[config.mk]
export PLATFORM = sky130hd
export DESIGN_NAME = quad_encoder_gen_flat
export DESIGN_NICKNAME = d
export VERILOG_FILES = /design/src/rtl/quad_encoder_gen_if.sv /design/src/rtl/quad_encoder_gen.sv /design/src/flat_wrapper.sv
export SDC_FILE = /design/constraint.sdc
export NUM_CORES = 1
export LEC_CHECK = 0
export CAP_MARGIN = 10
export CORE_ASPECT_RATIO = 1.25
export CORE_MARGIN = 5
export CORE_UTILIZATION = 40
export DETAILED_ROUTE_END_ITERATION = 8
export GPL_TIMING_DRIVEN = 0
export PLACE_DENSITY = 0.69
export SLEW_MARGIN = 20
export SYNTH_ARGS = -nofsm -noshare
export SYNTH_HDL_FRONTEND = slang
export SYNTH_SLANG_ARGS = --single-unit
[constraint.sdc]
create_clock -name clk -period 2.9 [get_ports clk]
set_input_delay 0.58 -clock clk [delete_from_list [all_inputs] [get_ports clk]]
set_output_delay 0.58 -clock clk [all_outputs]
set_load 0.03 [all_outputs]
[src/rtl/quad_encoder_gen_if.sv]
// Command and quadrature-output bundle for the quadrature encoder emulator.
// The master side issues commands and watches A/B; the slave side is the generator.
interface quad_encoder_gen_if #(
   parameter int CNT_WIDTH = 16,
   parameter int DIV_WIDTH = 16
);
   logic                 start;
   logic [1:0]           dir;
   logic [CNT_WIDTH-1:0] steps;
   logic [DIV_WIDTH-1:0] period;
   logic                 stop;
   logic                 A;
   logic                 B;
   logic                 busy;
   logic                 done;
   logic [CNT_WIDTH-1:0] remaining;
   logic [CNT_WIDTH-1:0] position;

   modport master (
      output start, dir, steps, period, stop,
      input  A, B, busy, done, remaining, position
   );

   modport slave (
      input  start, dir, steps, period, stop,
      output A, B, busy, done, remaining, position
   );
endinterface

[src/rtl/quad_encoder_gen.sv]
// Quadrature encoder emulator: emits a commanded number of A/B edges at a
// programmable rate, CW or CCW, and keeps a running position count.
//
// state    | meaning
// S_IDLE   | waiting for a command; A/B hold the last phase
// S_RUN    | divider counting; one quadrature edge per terminal count
// S_FINISH | command complete or aborted; done pulses on the way out
module quad_encoder_gen #(
   parameter int CNT_WIDTH = 16,
   parameter int DIV_WIDTH = 16
) (
   input logic               clk,
   input logic               rst,
   quad_encoder_gen_if.slave enc
);
   typedef enum logic [1:0] {
      S_IDLE   = 2'd0,
      S_RUN    = 2'd1,
      S_FINISH = 2'd2
   } state_t;

   localparam logic [CNT_WIDTH-1:0] CNT_ONE = CNT_WIDTH'(1);
   localparam logic [DIV_WIDTH-1:0] DIV_ONE = DIV_WIDTH'(1);

   state_t               state_q, state_d;
   logic                 cw_q, cw_d;
   logic [DIV_WIDTH-1:0] per_q, per_d;
   logic [DIV_WIDTH-1:0] div_q, div_d;
   logic [CNT_WIDTH-1:0] rem_q, rem_d;
   logic [CNT_WIDTH-1:0] pos_q, pos_d;
   logic [1:0]           ab_q, ab_d;
   logic                 done_q, done_d;

   logic                 dir_ok;
   logic [DIV_WIDTH-1:0] period_eff;

   assign dir_ok     = (enc.dir == 2'b01) || (enc.dir == 2'b10);
   assign period_eff = (enc.period == '0) ? DIV_ONE : enc.period;

   // Gray walk over {A,B}: CW 00->01->11->10, CCW the reverse.
   function automatic logic [1:0] next_ab(input logic [1:0] ab, input logic cw);
      logic [1:0] nxt;
      case (ab)
         2'b00:   nxt = cw ? 2'b01 : 2'b10;
         2'b01:   nxt = cw ? 2'b11 : 2'b00;
         2'b11:   nxt = cw ? 2'b10 : 2'b01;
         default: nxt = cw ? 2'b00 : 2'b11;
      endcase
      return nxt;
   endfunction

   always_comb begin
      state_d = state_q;
      cw_d    = cw_q;
      per_d   = per_q;
      div_d   = div_q;
      rem_d   = rem_q;
      pos_d   = pos_q;
      ab_d    = ab_q;
      done_d  = 1'b0;
      case (state_q)
         S_IDLE: begin
            if (enc.start && !enc.stop) begin
               cw_d    = (enc.dir == 2'b01);
               per_d   = period_eff;
               div_d   = period_eff - DIV_ONE;
               rem_d   = enc.steps;
               state_d = ((enc.steps == '0) || !dir_ok) ? S_FINISH : S_RUN;
            end
         end
         S_RUN: begin
            // stop beats a coincident terminal count: no edge on the abort cycle
            if (enc.stop) begin
               state_d = S_FINISH;
            end else if (div_q == '0) begin
               ab_d  = next_ab(ab_q, cw_q);
               pos_d = cw_q ? (pos_q + CNT_ONE) : (pos_q - CNT_ONE);
               rem_d = rem_q - CNT_ONE;
               div_d = per_q - DIV_ONE;
               if (rem_q == CNT_ONE) begin
                  state_d = S_FINISH;
               end
            end else begin
               div_d = div_q - DIV_ONE;
            end
         end
         S_FINISH: begin
            done_d  = 1'b1;
            state_d = S_IDLE;
         end
         default: begin
            state_d = S_IDLE;
         end
      endcase
   end

   always_ff @(posedge clk or posedge rst) begin
      if (rst) begin
         state_q <= S_IDLE;
         cw_q    <= 1'b0;
         per_q   <= '0;
         div_q   <= '0;
         rem_q   <= '0;
         pos_q   <= '0;
         ab_q    <= 2'b00;
         done_q  <= 1'b0;
      end else begin
         state_q <= state_d;
         cw_q    <= cw_d;
         per_q   <= per_d;
         div_q   <= div_d;
         rem_q   <= rem_d;
         pos_q   <= pos_d;
         ab_q    <= ab_d;
         done_q  <= done_d;
      end
   end

   assign enc.A         = ab_q[1];
   assign enc.B         = ab_q[0];
   assign enc.busy      = (state_q == S_RUN);
   assign enc.done      = done_q;
   assign enc.remaining = rem_q;
   assign enc.position  = pos_q;
endmodule

[src/flat_wrapper.sv]
// flat-port wrapper written by rule: the top's interface ports become plain ports
module quad_encoder_gen_flat 
#(
   parameter int CNT_WIDTH = 16,
   parameter int DIV_WIDTH = 16
)
  (clk, rst, enc_start, enc_dir, enc_steps, enc_period, enc_stop, enc_A, enc_B, enc_busy, enc_done, enc_remaining, enc_position);
  quad_encoder_gen_if #(.CNT_WIDTH(CNT_WIDTH), .DIV_WIDTH(DIV_WIDTH)) enc_i ();
  input logic clk;
  input logic rst;
  input wire logic [$bits(enc_i.start)-1:0] enc_start;
  input wire logic [$bits(enc_i.dir)-1:0] enc_dir;
  input wire logic [$bits(enc_i.steps)-1:0] enc_steps;
  input wire logic [$bits(enc_i.period)-1:0] enc_period;
  input wire logic [$bits(enc_i.stop)-1:0] enc_stop;
  output wire logic [$bits(enc_i.A)-1:0] enc_A;
  output wire logic [$bits(enc_i.B)-1:0] enc_B;
  output wire logic [$bits(enc_i.busy)-1:0] enc_busy;
  output wire logic [$bits(enc_i.done)-1:0] enc_done;
  output wire logic [$bits(enc_i.remaining)-1:0] enc_remaining;
  output wire logic [$bits(enc_i.position)-1:0] enc_position;
  assign enc_i.start = enc_start;
  assign enc_i.dir = enc_dir;
  assign enc_i.steps = enc_steps;
  assign enc_i.period = enc_period;
  assign enc_i.stop = enc_stop;
  assign enc_A = enc_i.A;
  assign enc_B = enc_i.B;
  assign enc_busy = enc_i.busy;
  assign enc_done = enc_i.done;
  assign enc_remaining = enc_i.remaining;
  assign enc_position = enc_i.position;
  quad_encoder_gen #(.CNT_WIDTH(CNT_WIDTH), .DIV_WIDTH(DIV_WIDTH)) u_core (.clk(clk), .rst(rst), .enc(enc_i));
endmodule
* Word level (Yosys, flattened, before mapping) *
Index checks and enable logic that the tools add are counted.

operators by class
  bitwise gates (word level) = 1
  multiplexer cells = 22
  eq/ne operators = 12
  reduce and logical (&&, ||, !) cells = 16
  add/subtract/negate cells = 6

operator list
  kind                                                                     count
  16-bit two-way mux                                                       8
  16-bit by 1-bit subtractor with 16-bit output, second input constant     5
  16-bit case mux with 2 select lines                                      2
  16-bit logical NOT                                                       3
  2-bit two-way mux                                                        9
  16-bit by 1-bit adder with 16-bit output, second input constant          1
  16-bit by 1-bit == test with 1-bit output, second input constant         1
  3-bit AND reduction                                                      3
  2-bit by 1-bit == test with 1-bit output, second input constant          3
  2-bit == test, second input constant                                     3
  3-bit by 2-bit inequality test with 1-bit output, second input constant  2
  2-bit case mux with 3 select lines                                       1
  2-bit logical NOT                                                        2
  2-bit by 1-bit inequality test with 1-bit output, second input constant  2
  2-bit case mux with 2 select lines                                       1
  4-bit AND reduction                                                      1
  1-bit logical NOT                                                        2
  1-bit logical OR                                                         2
  2-bit inequality test, second input constant                             1
  2-bit AND reduction                                                      1
  2-bit nonzero test                                                       1
  1-bit logical AND                                                        1
  1-bit two-way mux                                                        1
  1-bit NOT                                                                1

word-level totals
  register bits after elaboration = 70
  input port bits = 38
  word-level logic and storage cells = 65

* Depth between registers and ports, before layout *
  depth after elaboration = 7
  gate-level depth with buffers = 12
  mapped depth without buffers = 10

* Worst setup path after synthesis *
OpenSTA, ideal clock, no wires.

  path type = reg-to-reg
  start = register u_core.state_q[1]
  end = register u_core.div_q[10]
  clock period less this slack = 2.705 ns
  required time = 2.818 ns
  cell stages (with the launch flop) = 12
  slack = 0.195 ns
  data arrival time = 2.624 ns
  cells stage by stage = dfrtp_1 nand2b_1 buf_2 buf_2 a211oi_1 a21oi_1 inv_1 ha_1 o21ai_1 or3_1 or4_1 a31oi_1

on the way
  longest elaborated chain between the ends = 3
  elaborated cells between the ends (all ways) = 7

RTL lines
  item                                                                                  line                     text
  from (decl)                                                                           quad_encoder_gen.sv:25   state_t state_q, state_d;
  from (signal assigned)                                                                quad_encoder_gen.sv:108  state_q <= state_d;
  2-bit by 1-bit == test with 1-bit output / 2-bit logical NOT (equally long branches)  quad_encoder_gen.sv:61   case (state_q)
  2-bit inequality test (no line), or another cell as far along                         -
  3-bit AND reduction (no line)                                                         -
  to (signal assigned)                                                                  quad_encoder_gen.sv:111  div_q <= div_d;
  to (decl)                                                                             quad_encoder_gen.sv:28   logic [DIV_WIDTH-1:0] div_q, div_d;

Several ways; a longest one is shown, not always the timed one.
A chain may end at the register's enable or synchronous reset.

* Final worst setup path *
  start = input port enc_period[15]
  end = register u_core.div_q[13]

on the way
  longest elaborated chain between the ends = 5

RTL lines
  item                                           line                    text
  from (decl)                                    flat_wrapper.sv:14      input wire logic [$bits(enc_i.period)-1:0] enc_period;
  16-bit logical NOT                             quad_encoder_gen.sv:38  assign period_eff = (enc.period == '0) ? DIV_ONE : enc.period;
  16-bit two-way mux                             quad_encoder_gen.sv:38
  16-bit by 1-bit subtractor with 16-bit output  quad_encoder_gen.sv:66  div_d = period_eff - DIV_ONE;
  16-bit two-way mux                             quad_encoder_gen.sv:63  if (enc.start && !enc.stop) begin
  16-bit case mux with 2 select lines            quad_encoder_gen.sv:61

No other way between the ends. The select of a mux whose other input is x is not followed.

==> impl_metrics.py <==
metrics = {
    "run_status": {
        "outcome": "completed",
    },
    "drt": {
        "via_count": 4273,
        "viasPerCell": 5.85,
        "first_pass_iters": 5,
        "wl_per_cell_um": 17.3,
        "routed_wl_um": 12700,
        "drt_iter0_drc": 254,
        "drcViolationCount": 0,
        "drtAntennaViolNets": 0,
    },
    "global_routing": {
        "grt_pass1_wl_um": 20900,
        "grt_overflow_total": 0,
        "antenna_found_initial": 0,
        "grt_max_degree": 54,
        "grt_pass1_vias": 4289,
        "grt_usage_pct": 20.2,
    },
    "placed_design": {
        "gp_congestion": 0.945,
        "io_buffers": 73,
        "pre_cts_slack_ps": -640,
        "dp_hpwl_um": 9090,
    },
    "timing": {
        "setup_ws_ps": 26.6,
        "slew-limit-headroom_pct": 40.9,
        "fmax_mhz": 348,
        "worst_pin_slew_ps": 879,
        "finalCriticalPeriod_ps": 2870,
        "rsz0062_at_grt": "true",
        "skew_ps": 5.28,
        "holdWs_ps": 473,
        "hold_viol": 0,
        "setup_viol": 0,
        "fin_crit_sh_pct": 99.1,
        "final_max_slew_viol_count": 0,
    },
    "floorplanning": {
        "io_pins": 74,
        "core_area_um2": 10600,
        "fp.dieH_um": 127,
        "start_util_pct": 40.9,
        "die_w_um": 103,
        "fp-row-count": 42,
        "dieArea_um2": 13100,
    },
    "synthesis": {
        "synth_edf_count": 0,
        "ys_ff_latch": 70,
        "syn_inst": 500,
        "synthArstFlopShare_pct": 100,
        "synthXorXnorAreaFrac_pct": 3.63,
        "synth-main-ff-cell": "dfrtp_1",
        "synth_common_cells": "70 x dfrtp_1, 57 x o21ai_0, 55 x nor2_1, 50 x nand2_1, 32 x a21oi_1",
        "ys_seq_area_share_pct": 40.3,
        "synth_nets": 557,
        "synth_most_common_cell": "dfrtp_1",
        "synthMuxAreaShare_pct": 4.86,
        "ys_warn_count": 0,
        "synth_top_family_by_area": "simple AND/OR/NAND/NOR gates",
        "syn_avg_cell_area_um2": 8.69,
        "netlist.area_leader.share_pct": 40.3,
        "synthAdderAreaFrac_pct": 5.64,
        "synthTopCellsByArea": "dfrtp_1 40%, o21ai_0 6.6%, ha_1 5.2%, nor2_1 4.7%, mux2_2 4.4%",
        "synth_top_area_cell": "dfrtp_1",
        "synth_compound_area_share_pct": 20.3,
        "synth-simple-area-share_pct": 22.2,
        "yosysUniqueCellTypes": 52,
        "syn_area_um2": 4350,
    },
    "cts": {
        "cts.path.max_buffers": 2,
        "cts_inserted_buffers": 9,
        "insertion_delay_ps": 340,
        "clk_pin_slew_worst_paths_ps": 60,
        "cts_tree": "done",
        "root_buffer": "clkbuf_16",
        "cts.sinks": 70,
        "cts-htree-levels": 3,
    },
    "critical_path": {
        "rr_endpoint": "u_core.div_q[13]",
        "critPathMaxFanout": 6,
        "critPathCaptureType": "register",
        "start_kind": "input pin",
        "crit_path_start": "enc_period[15]",
        "crit_end": "u_core.div_q[13]",
        "crit_arrival_ps": 3130,
        "ff2ff_path_depth": 8,
        "worstSetupPathType": "input pin to register",
        "rrSetupSlack_ps": 60,
        "r2r-start": "u_core.div_q[1]",
        "required_ps": 3160,
    },
    "cells_and_area": {
        "diodes": 0,
        "final_nets": 650,
        "drive_gt1_share_pct": 13.0,
        "area_growth_pct": 32.4,
    },
    "pwr": {
        "p_leak_nw": 2.39,
        "vdd_drop_max_uv": 492,
        "power_density_nw_per_um2": 929,
    },
    "run": {
        "maxCapViolCount": 0,
    },
    "hold_path": {
        "min-delay-path-class": "register to register",
    },
}
-- state kept, by name (all words and copies together), names as in the netlist --
name                  count
u_core.ab_q               2
u_core.div_q             16
u_core.cw_q               1
u_core.state_q            2
u_core.enc.done           1
u_core.per_q             16
u_core.enc.remaining     16
u_core.enc.position      16
-- routing by layer --
layer  global-route usage [%]  part of all wire [%]  up-vias
li1                         -                     -     2039
met1                     25.8                    43     2073
met2                     33.5                    50      144
met3                     4.45                   5.7       17
met4                     7.09                   2.0        0
met5                        0                     0        -
-- power breakdown --
part	internal [mW]	switching (mW)	leakage [nW]	total [mW]
combinational	0.989	1.41	1.36	2.40
sequential	1.34	0.365	0.869	1.70
clock	0.822	0.425	0.166	1.25
total	3.15	2.20	2.39	5.35
-- cell type report --
type	count	area, um2
buffer	23	113
clock buffer	13	270
clock inverter	3	65.1
fill	965	4860
inverter	9	43.8
multi-input combinational	397	2500
sequential	70	1750
tap	132	165
timing repair buffer	83	843
-- worst max-delay path, stage by stage --
cell and delay, ps:
clkdlybuf4s50_1 510, nor3_1 100, a41oi_1 320, a21oi_2 110, buf_4 170, or4_4 580, or4_1 550, a31oi_1 190
-- placed cells by master, fill, tap and decap left out, drive strengths merged, types with 3 or more instances in the layout --
master | Yosys | layout
dfrtp | 70 | 70
clkdlybuf4s50 | 0 | 66
o21ai | 58 | 58
nor2 | 55 | 55
nand2 | 50 | 50
clkbuf | 19 | 33
a21oi | 32 | 32
nor3 | 19 | 19
nor4 | 18 | 18
ha | 18 | 18
mux2 | 17 | 17
buf | 5 | 13
xnor2 | 10 | 10
a31oi | 10 | 10
nand3 | 9 | 9
a211oi | 9 | 9
a22oi | 8 | 8
xor2 | 8 | 8
dlymetal6s2s | 0 | 7
inv | 9 | 7
or4 | 7 | 7
nand4 | 6 | 6
o31ai | 6 | 6
nand2b | 5 | 5
nor3b | 5 | 5
or2 | 5 | 5
o211ai | 5 | 5
or3 | 4 | 4
nor2b | 3 | 3
nor4b | 3 | 3
and4 | 3 | 3
-- worst min path at each step --
stage	endpoint	cells past startpoint	startpoint
after floorplan	u_core.div_q[11]	2	u_core.div_q[11]
after global placement	u_core.enc.position[15]	1	u_core.enc.position[15]
after detailed placement	u_core.enc.position[15]	1	u_core.enc.position[15]
after CTS	u_core.enc.position[15]	1	u_core.enc.position[15]
after global routing	u_core.enc.position[15]	1	u_core.enc.position[15]
final	u_core.enc.position[15]	1	u_core.enc.position[15]
-- cell families (layout without fill, tap and decap cells) --
family | count (synthesis) | after routing
simple gates | 196 | 196
compound gates | 145 | 145
flops | 70 | 70
buf+inv | 33 | 131
fa+ha+maj | 19 | 19
mux | 19 | 19
xor+xnor | 18 | 18
-- repair_timing --
action	CTS	global route
resized for setup	14	20
pin swaps	2	3
setup buffers	4	5
setup endpoints to repair	23	41
hold buffers	0	0
-- through the flow --
stage	utilization [%]	TNS [ps]	cell area, um2	power (mW)	std cells
4_1_cts	53.4	-56.5	5670	5.29	725
5_1_grt	54.2	-59.1	5760	5.72	730
6_report	54.2	0	5760	5.35	730
2_1_floorplan	-	0	4350	3.19	500
3_3_place_gp	49.4	-58060	5240	3.88	705
3_5_place_dp	49.7	-6960	5270	3.95	706
(Power assumes the default switching activity.)
